File: src/rtl/detect_window_ctrl_pkg.sv
`default_nettype none
// ============================================================================
// Module      : detect_window_ctrl_pkg
// Description : Shared state encodings and default widths for the window
//               controller.
// Revision    : 1.0 - initial release
// ============================================================================
package detect_window_ctrl_pkg;

    localparam int LEN_W_DEF = 8;
    localparam int CNT_W_DEF = 8;

    typedef logic [1:0] state_t;

    localparam state_t S_IDLE  = 2'd0;
    localparam state_t S_RUN   = 2'd1;
    localparam state_t S_DRAIN = 2'd2;
    localparam state_t S_DONE  = 2'd3;

endpackage : detect_window_ctrl_pkg
`default_nettype wire

File: src/rtl/detect_window_ctrl_if.sv
`default_nettype none
// ============================================================================
// Module      : detect_window_ctrl_if
// Description : Request/status bundle between a requester and the window
//               controller, including the detector start/match pair.
// Revision    : 1.0 - initial release
// ============================================================================
interface detect_window_ctrl_if #(
    parameter int LEN_W = 8,
    parameter int CNT_W = 8
);
    logic             req;
    logic [LEN_W-1:0] len;
    logic             abort;
    logic             det_z;
    logic             det_start;
    logic             ack;
    logic             busy;
    logic             done;
    logic             aborted;
    logic [CNT_W-1:0] match_cnt;
    logic             overflow;

    modport master (
        output req, len, abort, det_z,
        input  det_start, ack, busy, done, aborted, match_cnt, overflow
    );

    modport slave (
        input  req, len, abort, det_z,
        output det_start, ack, busy, done, aborted, match_cnt, overflow
    );

endinterface : detect_window_ctrl_if
`default_nettype wire

File: src/rtl/detect_window_ctrl_sat_counter.sv
`default_nettype none
// ============================================================================
// Module      : sat_counter
// Description : Clearable saturating up-counter with sticky overflow flag.
// Revision    : 1.0 - initial release
// ============================================================================
module sat_counter #(
    parameter int CNT_W = 8
)(
    input  wire logic             clk,
    input  wire logic             rst,
    input  wire logic             i_clr,
    input  wire logic             i_inc,
    output logic      [CNT_W-1:0] o_cnt,
    output logic                  o_ovf
);

    localparam logic [CNT_W-1:0] c_MAX = {CNT_W{1'b1}};

    logic [CNT_W-1:0] r_cnt;
    logic             r_ovf;

    // Clear dominates increment so a new window always starts from zero.
    always_ff @(posedge clk) begin
        if (rst || i_clr) begin
            r_cnt <= '0;
            r_ovf <= 1'b0;
        end else if (i_inc) begin
            if (r_cnt == c_MAX) begin
                r_ovf <= 1'b1;
            end else begin
                r_cnt <= r_cnt + CNT_W'(1);
            end
        end
    end

    assign o_cnt = r_cnt;
    assign o_ovf = r_ovf;

endmodule : sat_counter
`default_nettype wire

File: src/rtl/detect_window_ctrl.sv
`default_nettype none
// ============================================================================
// Module      : detect_window_ctrl
// Description : Opens a start window of programmed length for the 1101
//               detector and reports a saturating count of its matches.
// Revision    : 1.0 - initial release
// ============================================================================
module detect_window_ctrl
    import detect_window_ctrl_pkg::*;
#(
    parameter int LEN_W = LEN_W_DEF,
    parameter int CNT_W = CNT_W_DEF
)(
    input  wire logic           clock,
    input  wire logic           reset,
    detect_window_ctrl_if.slave bus
);

    state_t           r_state;
    state_t           w_state_nxt;
    logic [LEN_W-1:0] r_remain;
    logic             r_ack;
    logic             r_aborted;

    logic             w_active;
    logic             w_accept;
    logic             w_abort;
    logic             w_det_start;
    logic             w_busy;
    logic             w_done;
    logic [CNT_W-1:0] w_match_cnt;
    logic             w_overflow;

    assign w_active = (r_state == S_RUN) || (r_state == S_DRAIN);
    assign w_accept = (r_state == S_IDLE) && bus.req;
    assign w_abort  = w_active && bus.abort;

    always_ff @(posedge clock) begin
        if (reset) begin
            r_state <= S_IDLE;
        end else begin
            r_state <= w_state_nxt;
        end
    end

    // Abort is checked before the length/drain exits so it wins on the last bit.
    always_comb begin
        w_state_nxt = r_state;
        case (r_state)
            S_IDLE: begin
                if (bus.req) begin
                    w_state_nxt = (bus.len != '0) ? S_RUN : S_DONE;
                end
            end
            S_RUN: begin
                if (bus.abort) begin
                    w_state_nxt = S_IDLE;
                end else if (r_remain == LEN_W'(1)) begin
                    w_state_nxt = S_DRAIN;
                end
            end
            S_DRAIN: begin
                w_state_nxt = bus.abort ? S_IDLE : S_DONE;
            end
            default: begin
                w_state_nxt = S_IDLE;
            end
        endcase
    end

    always_comb begin
        w_det_start = 1'b0;
        w_busy      = 1'b1;
        w_done      = 1'b0;
        case (r_state)
            S_IDLE:  w_busy      = 1'b0;
            S_RUN:   w_det_start = 1'b1;
            S_DONE:  w_done      = 1'b1;
            default: ;
        endcase
    end

    always_ff @(posedge clock) begin
        if (reset) begin
            r_remain  <= '0;
            r_ack     <= 1'b0;
            r_aborted <= 1'b0;
        end else begin
            if (w_accept) begin
                r_remain <= bus.len;
            end else if (r_state == S_RUN) begin
                r_remain <= r_remain - LEN_W'(1);
            end
            r_ack     <= w_accept && (bus.len != '0);
            r_aborted <= w_abort;
        end
    end

    // Matches seen during the drain cycle belong to the last window bit.
    sat_counter #(
        .CNT_W (CNT_W)
    ) u_sat_counter (
        .clk   (clock),
        .rst   (reset),
        .i_clr (w_accept),
        .i_inc (w_active && bus.det_z),
        .o_cnt (w_match_cnt),
        .o_ovf (w_overflow)
    );

    assign bus.det_start = w_det_start;
    assign bus.busy      = w_busy;
    assign bus.done      = w_done;
    assign bus.ack       = r_ack;
    assign bus.aborted   = r_aborted;
    assign bus.match_cnt = w_match_cnt;
    assign bus.overflow  = w_overflow;

endmodule : detect_window_ctrl
`default_nettype wire

File: src/flat_wrapper.sv
// flat-port wrapper written by rule: the top's interface ports become plain ports
module detect_window_ctrl_flat import detect_window_ctrl_pkg::*;
#(
    parameter int LEN_W = LEN_W_DEF,
    parameter int CNT_W = CNT_W_DEF
)
  (clock, reset, bus_req, bus_len, bus_abort, bus_det_z, bus_det_start, bus_ack, bus_busy, bus_done, bus_aborted, bus_match_cnt, bus_overflow);
  detect_window_ctrl_if #(.LEN_W(LEN_W), .CNT_W(CNT_W)) bus_i ();
  input  wire logic clock;
  input  wire logic reset;
  input wire logic [$bits(bus_i.req)-1:0] bus_req;
  input wire logic [$bits(bus_i.len)-1:0] bus_len;
  input wire logic [$bits(bus_i.abort)-1:0] bus_abort;
  input wire logic [$bits(bus_i.det_z)-1:0] bus_det_z;
  output wire logic [$bits(bus_i.det_start)-1:0] bus_det_start;
  output wire logic [$bits(bus_i.ack)-1:0] bus_ack;
  output wire logic [$bits(bus_i.busy)-1:0] bus_busy;
  output wire logic [$bits(bus_i.done)-1:0] bus_done;
  output wire logic [$bits(bus_i.aborted)-1:0] bus_aborted;
  output wire logic [$bits(bus_i.match_cnt)-1:0] bus_match_cnt;
  output wire logic [$bits(bus_i.overflow)-1:0] bus_overflow;
  assign bus_i.req = bus_req;
  assign bus_i.len = bus_len;
  assign bus_i.abort = bus_abort;
  assign bus_i.det_z = bus_det_z;
  assign bus_det_start = bus_i.det_start;
  assign bus_ack = bus_i.ack;
  assign bus_busy = bus_i.busy;
  assign bus_done = bus_i.done;
  assign bus_aborted = bus_i.aborted;
  assign bus_match_cnt = bus_i.match_cnt;
  assign bus_overflow = bus_i.overflow;
  detect_window_ctrl #(.LEN_W(LEN_W), .CNT_W(CNT_W)) u_core (.clock(clock), .reset(reset), .bus(bus_i));
endmodule
File: config.mk
export PLATFORM = sky130hd
export DESIGN_NAME = detect_window_ctrl_flat
export DESIGN_NICKNAME = d
export VERILOG_FILES = /design/src/rtl/detect_window_ctrl_pkg.sv /design/src/rtl/detect_window_ctrl_if.sv /design/src/rtl/detect_window_ctrl_sat_counter.sv /design/src/rtl/detect_window_ctrl.sv /design/src/flat_wrapper.sv
export SDC_FILE = /design/constraint.sdc
export NUM_CORES = 1
export LEC_CHECK = 0
export BUFFER_PORTS_ARGS = -buffer_cell sky130_fd_sc_hd__buf_2
export CAP_MARGIN = 20
export CORE_ASPECT_RATIO = 1.5
export CORE_MARGIN = 2
export CORE_UTILIZATION = 30
export CTS_BUF_LIST = sky130_fd_sc_hd__clkbuf_2 sky130_fd_sc_hd__clkbuf_4 sky130_fd_sc_hd__clkbuf_8
export CTS_CLUSTER_DIAMETER = 50
export CTS_CLUSTER_SIZE = 8
export DETAILED_ROUTE_END_ITERATION = 7
export SYNTH_ARGS = -nofsm -noshare
export SYNTH_HDL_FRONTEND = slang
export SYNTH_SLANG_ARGS = --single-unit
File: constraint.sdc
create_clock -name clock -period 2.55 [get_ports clock]
set_clock_uncertainty 0.2 [all_clocks]
set_input_delay 0.3825 -clock clock [delete_from_list [all_inputs] [get_ports clock]]
set_output_delay 0.3825 -clock clock [all_outputs]
set_load 0.05 [all_outputs]
==> impl_metrics.ini, run 1 <==
[status]
run_status = finished clean

[drt]
routedWlPerCell_um = 12.42
detail_route.iter0.violations = 13
drt_first_pass_iters = 4
routed_via_count = 1002
drc = 0
wl_mm = 2.447
post_drt_via_cell_ratio = 5.086
antenna_violating_nets_post_route = 0

[layout]
ant_cells = 0
final_net_count = 175
layout-drive-gt1-share_pct = 22.08
utilization_pct = 36.73
fin_area_mm2 = 0.001328
area_delta_synth_final_pct = 20.16

[grt]
first_pass_grt_wire_length_mm = 4.105
grt_start_max_net_pins = 16
grt.overflow.total = 0
initial_antenna_violation_count = 0
first_global_vias = 1001
gr-usage-all-layers_pct = 12.99

[synth]
synthMostInstantiatedCell = sky130_fd_sc_hd__dfxtp_1
dominantRegCellSynth = sky130_fd_sc_hd__dfxtp_1
synth_async_sr_flop_share_pct = 0
synth.distinct_cells = 29
synth_top_area_share_pct = 38.05
syn_area_per_cell_um2 = 8.699
ys_top_cells_by_count = 21 x sky130_fd_sc_hd__dfxtp_1, 20 x sky130_fd_sc_hd__nor2_1, 8 x sky130_fd_sc_hd__a211oi_1
synth-edff-count = 0
yosysWarnings = 0
synth_sequential_area_ratio_pct = 38.05
synth.ff_latch_count = 21
synthTopCellsByArea = sky130_fd_sc_hd__dfxtp_1 38%, sky130_fd_sc_hd__ha_1 7.9%, sky130_fd_sc_hd__nor2_1 6.8%
synth_largest_area_cell = sky130_fd_sc_hd__dfxtp_1
syn-instance-count = 127
mappedNetlistNets = 147
synthesized_cell_area_mm2 = 0.001105

[worst_setup_path]
setup.reg_to_reg.worst_slack_ps = 170
type_of_element_launching_the_critical_path = register
regToRegEndpoint = u_core.r_state[1]
setup.worst_path.end_class = register
critical_path.max_stage_delay_ps = 560
timing.critical_path.slowest_stage_cell = sky130_fd_sc_hd__or4_4
crit_chain = or4_4 -> or4b_1 -> a32oi_2 -> mux2_1
worst-path-max-fanout = 4
ff2ff_path_depth = 4
worst-endpoint-arrival_ps = 2330
r2r-start = u_core.r_remain[3]
timing.setup.critical_path_class = register to register
required_worst_endpoint_ps = 2500

[sta]
post-route-min-period_ps = 2377
finalCritPeriodShare_pct = 93.20
hold_viol_final = 0
slew_viol_final = 0
finalSetupViolations = 0
timing.max_slew.rel_slack_pct = 70.71
grt_setup_unrepaired = no
setup_total_negative_slack_ps = 0
tightestPinTransition_ps = 435.3
achievable-frequency_mhz = 420.8

[placement]
dpl-instance-area_mm2 = 0.001281
gpl.final_weighted_congestion = 0.7790
numPortBuffers = 26
hpwlAfterDp_mm = 1.963

[floorplanning]
floorplan.die.width_um = 53.55
design.core.area_mm2 = 0.003615
initial_utilization_pct = 30.56
fp.dieH_um = 78.33
floorplan.die_area_mm2 = 0.004194
floorplan.io_pins = 27
rows = 27

[power]
seqPwrFrac_pct = 37.5
combPwrFrac_pct = 44.8
power.clock.fraction_pct = 17.7
power_switching_share_pct = 42.01
leakage_uw = 0.0005767
internal_power_uw = 718.7
power.net_switching_uw = 520.7
power.ir.vdd_worst_mv = 0.4353
cellPowerDensity_mw_per_mm2 = 933.6

[cts]
cts_resized = 0
buffer_count_from_post_cts_setup_fixing = 0
cts_hold_buf = 0
clock_tree.htree_level_count = 1
tritoncts = done
clock_slew_seen_by_the_registers_of_the_worst_setup_and_hold_paths_ps = 80
total_clock_sinks = 21
insertion_delay_ps = 260
clk_root_buffer_cell = sky130_fd_sc_hd__clkbuf_8
numCtsBuffers = 3
cts_max_path_bufs = 2

[job]
max_cap_viol_count = 0

[worst_hold_path]
min_path_cells = 3
hold_path_startpoint = bus_abort
worst_hold_path_type = input port to register
hold_path_end = u_core.bus.aborted
-- per-layer routing --
metal	track usage, %	part of all wire [%]
met5	0	0
met4	6.410	2.3
met3	1.901	6.0
met2	23.83	51
met1	13.56	41
-- per-stage QoR --
step	setup WS [ps]	power (uW)	hold slack [ps]	instances
finish	173.4	1239	161.6	197
floorplan	267.7	907.7	288.7	127
global route	71.74	1341	164.9	197
CTS	161.0	1260	157.0	197
detailed placement	178.8	1033	288.1	193
global placement	246.2	1019	246.0	193
-- cell families after synthesis --
logic type | synth area share (%)
simple gates | 23.22
compound gates | 15.29
flops | 38.05
buf+inv | 3.737
xor+xnor | 7.927
fa+ha+maj | 7.927
mux | 3.850
-- area by class of cell --
class | instances | area (um^2)
Multi-Input combinational cell | 95 | 643.1
Tap cell | 43 | 53.80
Inverter | 7 | 26.28
Fill cell | 384 | 2287
Clock buffer | 3 | 41.29
Sequential cell | 21 | 420.4
Timing Repair Buffer | 27 | 137.6
Clock inverter | 1 | 5.005
-- how the worst max path moves through the flow --
| stage | cells past startpoint | endpoint | from |
|---|---|---|---|
| after floorplan | 6 | u_core.r_remain[6] | u_core.r_state[1] |
| after global placement | 4 | u_core.r_state[1] | u_core.r_remain[3] |
| after detailed placement | 4 | u_core.r_state[1] | u_core.r_remain[3] |
| after CTS | 4 | u_core.r_state[1] | u_core.r_remain[3] |
| after global routing | 4 | u_core.r_state[1] | u_core.r_remain[3] |
| final | 4 | u_core.r_state[1] | u_core.r_remain[3] |
-- power by group through the flow --
stage	clock [uW]	sequential [uW]	combinational, uW
final	220	465	555
after CTS	232	464	564
after global placement	0	467	552
after global routing	248	476	617
after floorplan	0	490	417
after detailed placement	0	470	563
-- cells in the final DEF (no fill, tap or decap), types with 2 or more instances in the layout --
cell / synthesis / final
sky130_fd_sc_hd__buf_2: 0 / 26
sky130_fd_sc_hd__and4_1: 2 / 2
sky130_fd_sc_hd__dfxtp_1: 21 / 21
sky130_fd_sc_hd__xnor2_1: 4 / 4
sky130_fd_sc_hd__nand4_1: 2 / 2
sky130_fd_sc_hd__o211ai_1: 4 / 4
sky130_fd_sc_hd__nor3_1: 5 / 5
sky130_fd_sc_hd__nand2b_1: 2 / 2
sky130_fd_sc_hd__ha_1: 7 / 7
sky130_fd_sc_hd__mux2i_1: 2 / 2
sky130_fd_sc_hd__and3_1: 2 / 2
sky130_fd_sc_hd__inv_1: 7 / 7
sky130_fd_sc_hd__o21ai_0: 4 / 4
sky130_fd_sc_hd__nor2_1: 20 / 20
sky130_fd_sc_hd__nor4_1: 3 / 3
sky130_fd_sc_hd__a211oi_1: 8 / 8
sky130_fd_sc_hd__mux2_1: 2 / 2
sky130_fd_sc_hd__nand3_1: 5 / 5
sky130_fd_sc_hd__xor2_1: 6 / 6
sky130_fd_sc_hd__clkbuf_8: 0 / 3
sky130_fd_sc_hd__nand2_1: 5 / 5
sky130_fd_sc_hd__a21oi_1: 4 / 4
-- registers in the layout, summed over array words and instances (netlist names) --
signal,flops
u_core.bus.aborted,1
u_core.bus.ack,1
u_core.r_remain,8
u_core.r_state,2
u_core.u_sat_counter.o_cnt,8
u_core.u_sat_counter.o_ovf,1
-- critical path: cells and delay by family, from the launching register on --
| family | cells | cell delay, ps |
|---|---|---|
| mux | 1 | 350 |
| compound gates | 1 | 270 |
| simple gates | 2 | 1100 |
| flops | 1 | 350 |
Note: power is estimated with default switching activity, not from simulation.
==> run 2, diff against run 1 <==
Settings changed: PLACE_DENSITY_LB_ADDON from default to 0.2.
==> impl_metrics.ini, run 2 (synthesis results as in run 1) <==
[status]
run_status = finished clean

[drt]
wl_mm = 2.542
detail_route.iter0.violations = 7
routed_via_count = 988
drc = 0
antenna_violating_nets_post_route = 0
routedWlPerCell_um = 12.90
drt_first_pass_iters = 3
post_drt_via_cell_ratio = 5.015

[sta]
slew_viol_final = 0
setup_total_negative_slack_ps = 0
hold_viol_final = 0
tightestPinTransition_ps = 403.5
timing.max_slew.rel_slack_pct = 72.85
finalCritPeriodShare_pct = 93.59
achievable-frequency_mhz = 419.0
post-route-min-period_ps = 2387
grt_setup_unrepaired = no
finalHoldWorstSlack_ps = 170.2
finalSetupViolations = 0

[power]
power.clock.fraction_pct = 18.4
internal_power_uw = 732.2
seqPwrFrac_pct = 36.8
leakage_uw = 0.0005774
power_switching_share_pct = 41.73
power.ir.vdd_worst_mv = 0.2783
power.net_switching_uw = 524.4
cellPowerDensity_mw_per_mm2 = 944.8
combPwrFrac_pct = 44.9

[cts]
clock_tree.htree_level_count = 1
buffer_count_from_post_cts_setup_fixing = 0
clock_slew_seen_by_the_registers_of_the_worst_setup_and_hold_paths_ps = 80
cts_max_path_bufs = 2
cts_resized = 0
tritoncts = done
clk_root_buffer_cell = sky130_fd_sc_hd__clkbuf_8
total_clock_sinks = 21
insertion_delay_ps = 260
cts_hold_buf = 0
numCtsBuffers = 3

[grt]
initial_antenna_violation_count = 0
first_global_vias = 943
gr-usage-all-layers_pct = 13.70
first_pass_grt_wire_length_mm = 4.264
grt.overflow.total = 0
grt_start_max_net_pins = 16

[layout]
final_cell_mix = 26 x sky130_fd_sc_hd__buf_2, 21 x sky130_fd_sc_hd__dfxtp_1, 20 x sky130_fd_sc_hd__nor2_1
final_common_cell = sky130_fd_sc_hd__buf_2
layout-drive-gt1-share_pct = 22.08
ant_cells = 0
utilization_pct = 36.79
area_delta_synth_final_pct = 20.39
final_net_count = 175
filler_cell_count = 388

[floorplanning]
initial_utilization_pct = 30.56
floorplan.io_pins = 27
floorplan.die_area_mm2 = 0.004194
design.core.area_mm2 = 0.003615
rows = 27
fp.dieH_um = 78.33
floorplan.die.width_um = 53.55

[placement]
numPortBuffers = 26
gpl.final_weighted_congestion = 0.7456
hpwlAfterDp_mm = 1.980

[job]
max_cap_viol_count = 0

[worst_hold_path]
worst_hold_path_type = input port to register

[worst_setup_path]
timing.setup.critical_path_class = register to register
worst-path-max-fanout = 4
required_worst_endpoint_ps = 2500
setup.worst_path.end_class = register
setup.reg_to_reg.worst_slack_ps = 160
worst-endpoint-arrival_ps = 2340
type_of_element_launching_the_critical_path = register
[run 2: cell types whose count changed in the layout (fill, tap and decap cells not counted)]
| cell | previous run | this run |
|---|---|---|
| sky130_fd_sc_hd__clkinv_2 | 1 | 0 |
| sky130_fd_sc_hd__clkbuf_4 | 0 | 1 |
[run 2: power by group through the flow]
stage / Combinational, uW / Clock, uW / Sequential (uW)
2_1_floorplan: 417 / 0 / 490
3_3_place_gp: 563 / 0 / 467
3_5_place_dp: 569 / 0 / 468
4_1_cts: 572 / 240 / 462
5_1_grt: 627 / 255 / 473
6_report: 564 / 231 / 462
[run 2: cell type report]
type	instances	area, um^2	share of cell area, %
inverter	7	26.28	1.976
timing repair buffer	27	137.6	10.35
tap	43	53.80	4.045
multi-input combinational	95	643.1	48.35
clock buffer	4	48.80	3.669
sequential	21	420.4	31.61
[run 2: per-layer routing]
metal | GRT usage [%] | vias up | wire (um)
li1 | - | 508 | -
met1 | 16.13 | 456 | 1089
met2 | 23.21 | 20 | 1310
met3 | 1.711 | 4 | 101
met4 | 7.179 | 0 | 40
met5 | 0 | - | 0
[run 2: final timing paths]
| check | startpoint | endpoint | depth (start not counted) |
|---|---|---|---|
| worst max-delay path | u_core.r_remain[3] | u_core.r_state[0] | 4 |
| worst min-delay path | bus_abort | u_core.bus.aborted | 3 |
| worst max register to register | u_core.r_remain[3] | u_core.r_state[0] | 4 |
| worst min register to register | u_core.u_sat_counter.o_ovf | u_core.u_sat_counter.o_ovf | 2 |
[run 2: worst max-delay path: stages, from the launching register on]
cell                      delay, ps
sky130_fd_sc_hd__dfxtp_1        350
sky130_fd_sc_hd__or4_4          560
sky130_fd_sc_hd__or4b_1         540
sky130_fd_sc_hd__a32oi_2        280
sky130_fd_sc_hd__mux2_1         350
[run 2: through the flow]
step                      power [uW]  instance area, um^2  cells  setup WS [ps]
after CTS                       1274                 1330    197          158.7
final                           1257                 1330    197          163.5
after detailed placement        1037                 1281    193          177.1
after global placement          1029                 1281    193          240.7
after global routing            1354                 1330    197          111.8
after floorplan                907.7                 1105    127          267.7
==> run 3, diff against run 2 <==
Settings changed: MAX_ROUTING_LAYER from default to met4.
==> impl_metrics.ini, run 3 (synthesis results as in run 1) <==
[worst_setup_path]
ff2ff_path_depth = 4
type_of_element_launching_the_critical_path = register
regToRegEndpoint = u_core.r_state[0]
setup.reg_to_reg.worst_slack_ps = 160
required_worst_endpoint_ps = 2500
worst-path-max-fanout = 4
setup.worst_path.end_class = register
worst-endpoint-arrival_ps = 2340
r2r-start = u_core.r_remain[3]
timing.setup.critical_path_class = register to register

[floorplanning]
floorplan.die.width_um = 53.55
floorplan.die_area_mm2 = 0.004194
initial_utilization_pct = 30.56
rows = 27
floorplan.io_pins = 27
design.core.area_mm2 = 0.003615
fp.dieH_um = 78.33

[sta]
achievable-frequency_mhz = 419.0
finalSetupViolations = 0
grt_setup_unrepaired = no
setup_total_negative_slack_ps = 0
slew_viol_final = 0
finalHoldWorstSlack_ps = 170.2
timing.max_slew.rel_slack_pct = 72.85
tightestPinTransition_ps = 403.5
finalCritPeriodShare_pct = 93.59
hold_viol_final = 0
post-route-min-period_ps = 2387

[grt]
gr-max-usage-layer = met2
global_route.usage.met1_pct = 16.13
gr-usage-all-layers_pct = 14.05
met3_usage_pct = 1.711
met2_usage_grt_pct = 23.21
first_global_vias = 944
first_pass_grt_wire_length_mm = 4.257
grt_start_max_net_pins = 16
initial_antenna_violation_count = 0
grt.overflow.total = 0

[layout]
final_common_cell = sky130_fd_sc_hd__buf_2
area_delta_synth_final_pct = 20.39
utilization_pct = 36.79
final_cell_mix = 26 x sky130_fd_sc_hd__buf_2, 21 x sky130_fd_sc_hd__dfxtp_1, 20 x sky130_fd_sc_hd__nor2_1
ant_cells = 0
layout-drive-gt1-share_pct = 22.08
final_net_count = 175
filler_cell_count = 388
final_cell_count_no_fill = 197

[cts]
buffer_count_from_post_cts_setup_fixing = 0
total_clock_sinks = 21
cts_hold_buf = 0
numCtsBuffers = 3
cts_max_path_bufs = 2
insertion_delay_ps = 260
clock_tree.htree_level_count = 1
tritoncts = done
cts_resized = 0
clk_root_buffer_cell = sky130_fd_sc_hd__clkbuf_8
clock_slew_seen_by_the_registers_of_the_worst_setup_and_hold_paths_ps = 80

[drt]
routed_via_count = 988
drt_first_pass_iters = 3
post_drt_via_cell_ratio = 5.015
detail_route.iter0.violations = 8
drc = 0
wl_mm = 2.542
routedWlPerCell_um = 12.90
antenna_violating_nets_post_route = 0

[status]
run_status = finished clean

[placement]
placed_cells_incl_taps = 193
hpwlAfterDp_mm = 1.980
numPortBuffers = 26
gpl.final_weighted_congestion = 0.7550

[power]
leakage_uw = 0.0005774
power.ir.vdd_worst_mv = 0.2783
fin_total_pwr_uw = 1257
cellPowerDensity_mw_per_mm2 = 944.8

[job]
max_cap_viol_count = 0

[worst_hold_path]
hold_path_end = u_core.bus.aborted
min_path_cells = 3
worst_hold_path_type = input port to register
hold_path_startpoint = bus_abort
[run 3: cell counts in the layout (fill, tap and decap cells not counted)]
Identical to the previous run, type by type.
[run 3: how the worst max path moves through the flow]
stage | from | endpoint | slack [ps]
final | u_core.r_remain[3] | u_core.r_state[0] | 160
after global placement | u_core.r_remain[3] | u_core.r_state[1] | 240
after CTS | u_core.r_remain[3] | u_core.r_state[0] | 160
after detailed placement | u_core.r_remain[3] | u_core.r_state[0] | 180
after floorplan | u_core.r_state[1] | u_core.r_remain[6] | 270
after global routing | u_core.r_remain[3] | u_core.r_state[1] | 110
[run 3: cell type report]
class | instances | area, um^2 | area share (%)
multi-input combinational | 95 | 643.1 | 48.35
sequential | 21 | 420.4 | 31.61
timing repair buffer | 27 | 137.6 | 10.35
tap | 43 | 53.80 | 4.045
clock buffer | 4 | 48.80 | 3.669
inverter | 7 | 26.28 | 1.976
[run 3: routing by layer]
| metal | share of wire, % | up-vias | routed length (um) |
|---|---|---|---|
| met1 | 43 | 456 | 1089 |
| li1 | - | 508 | - |
| met4 | 1.6 | 0 | 40 |
| met3 | 4.0 | 4 | 101 |
| met5 | 0 | - | 0 |
| met2 | 52 | 20 | 1310 |
[run 3: critical path, cell delays in order, from the launching register on]
cell	delay [ps]
sky130_fd_sc_hd__dfxtp_1	350
sky130_fd_sc_hd__or4_4	560
sky130_fd_sc_hd__or4b_1	540
sky130_fd_sc_hd__a32oi_2	280
sky130_fd_sc_hd__mux2_1	350
[run 3: through the flow]
stage	worst slack [ps]	instance area, um^2
floorplan	267.7	1105
global placement	240.7	1281
detailed placement	177.1	1281
CTS	158.7	1330
global route	111.8	1330
finish	163.5	1330
[run 3: power breakdown]
group	switching (uW)	leakage, uW	internal (uW)
combinational	352	0.000379	212
sequential	63.9	0.000172	398
clock	109	0.0000262	122
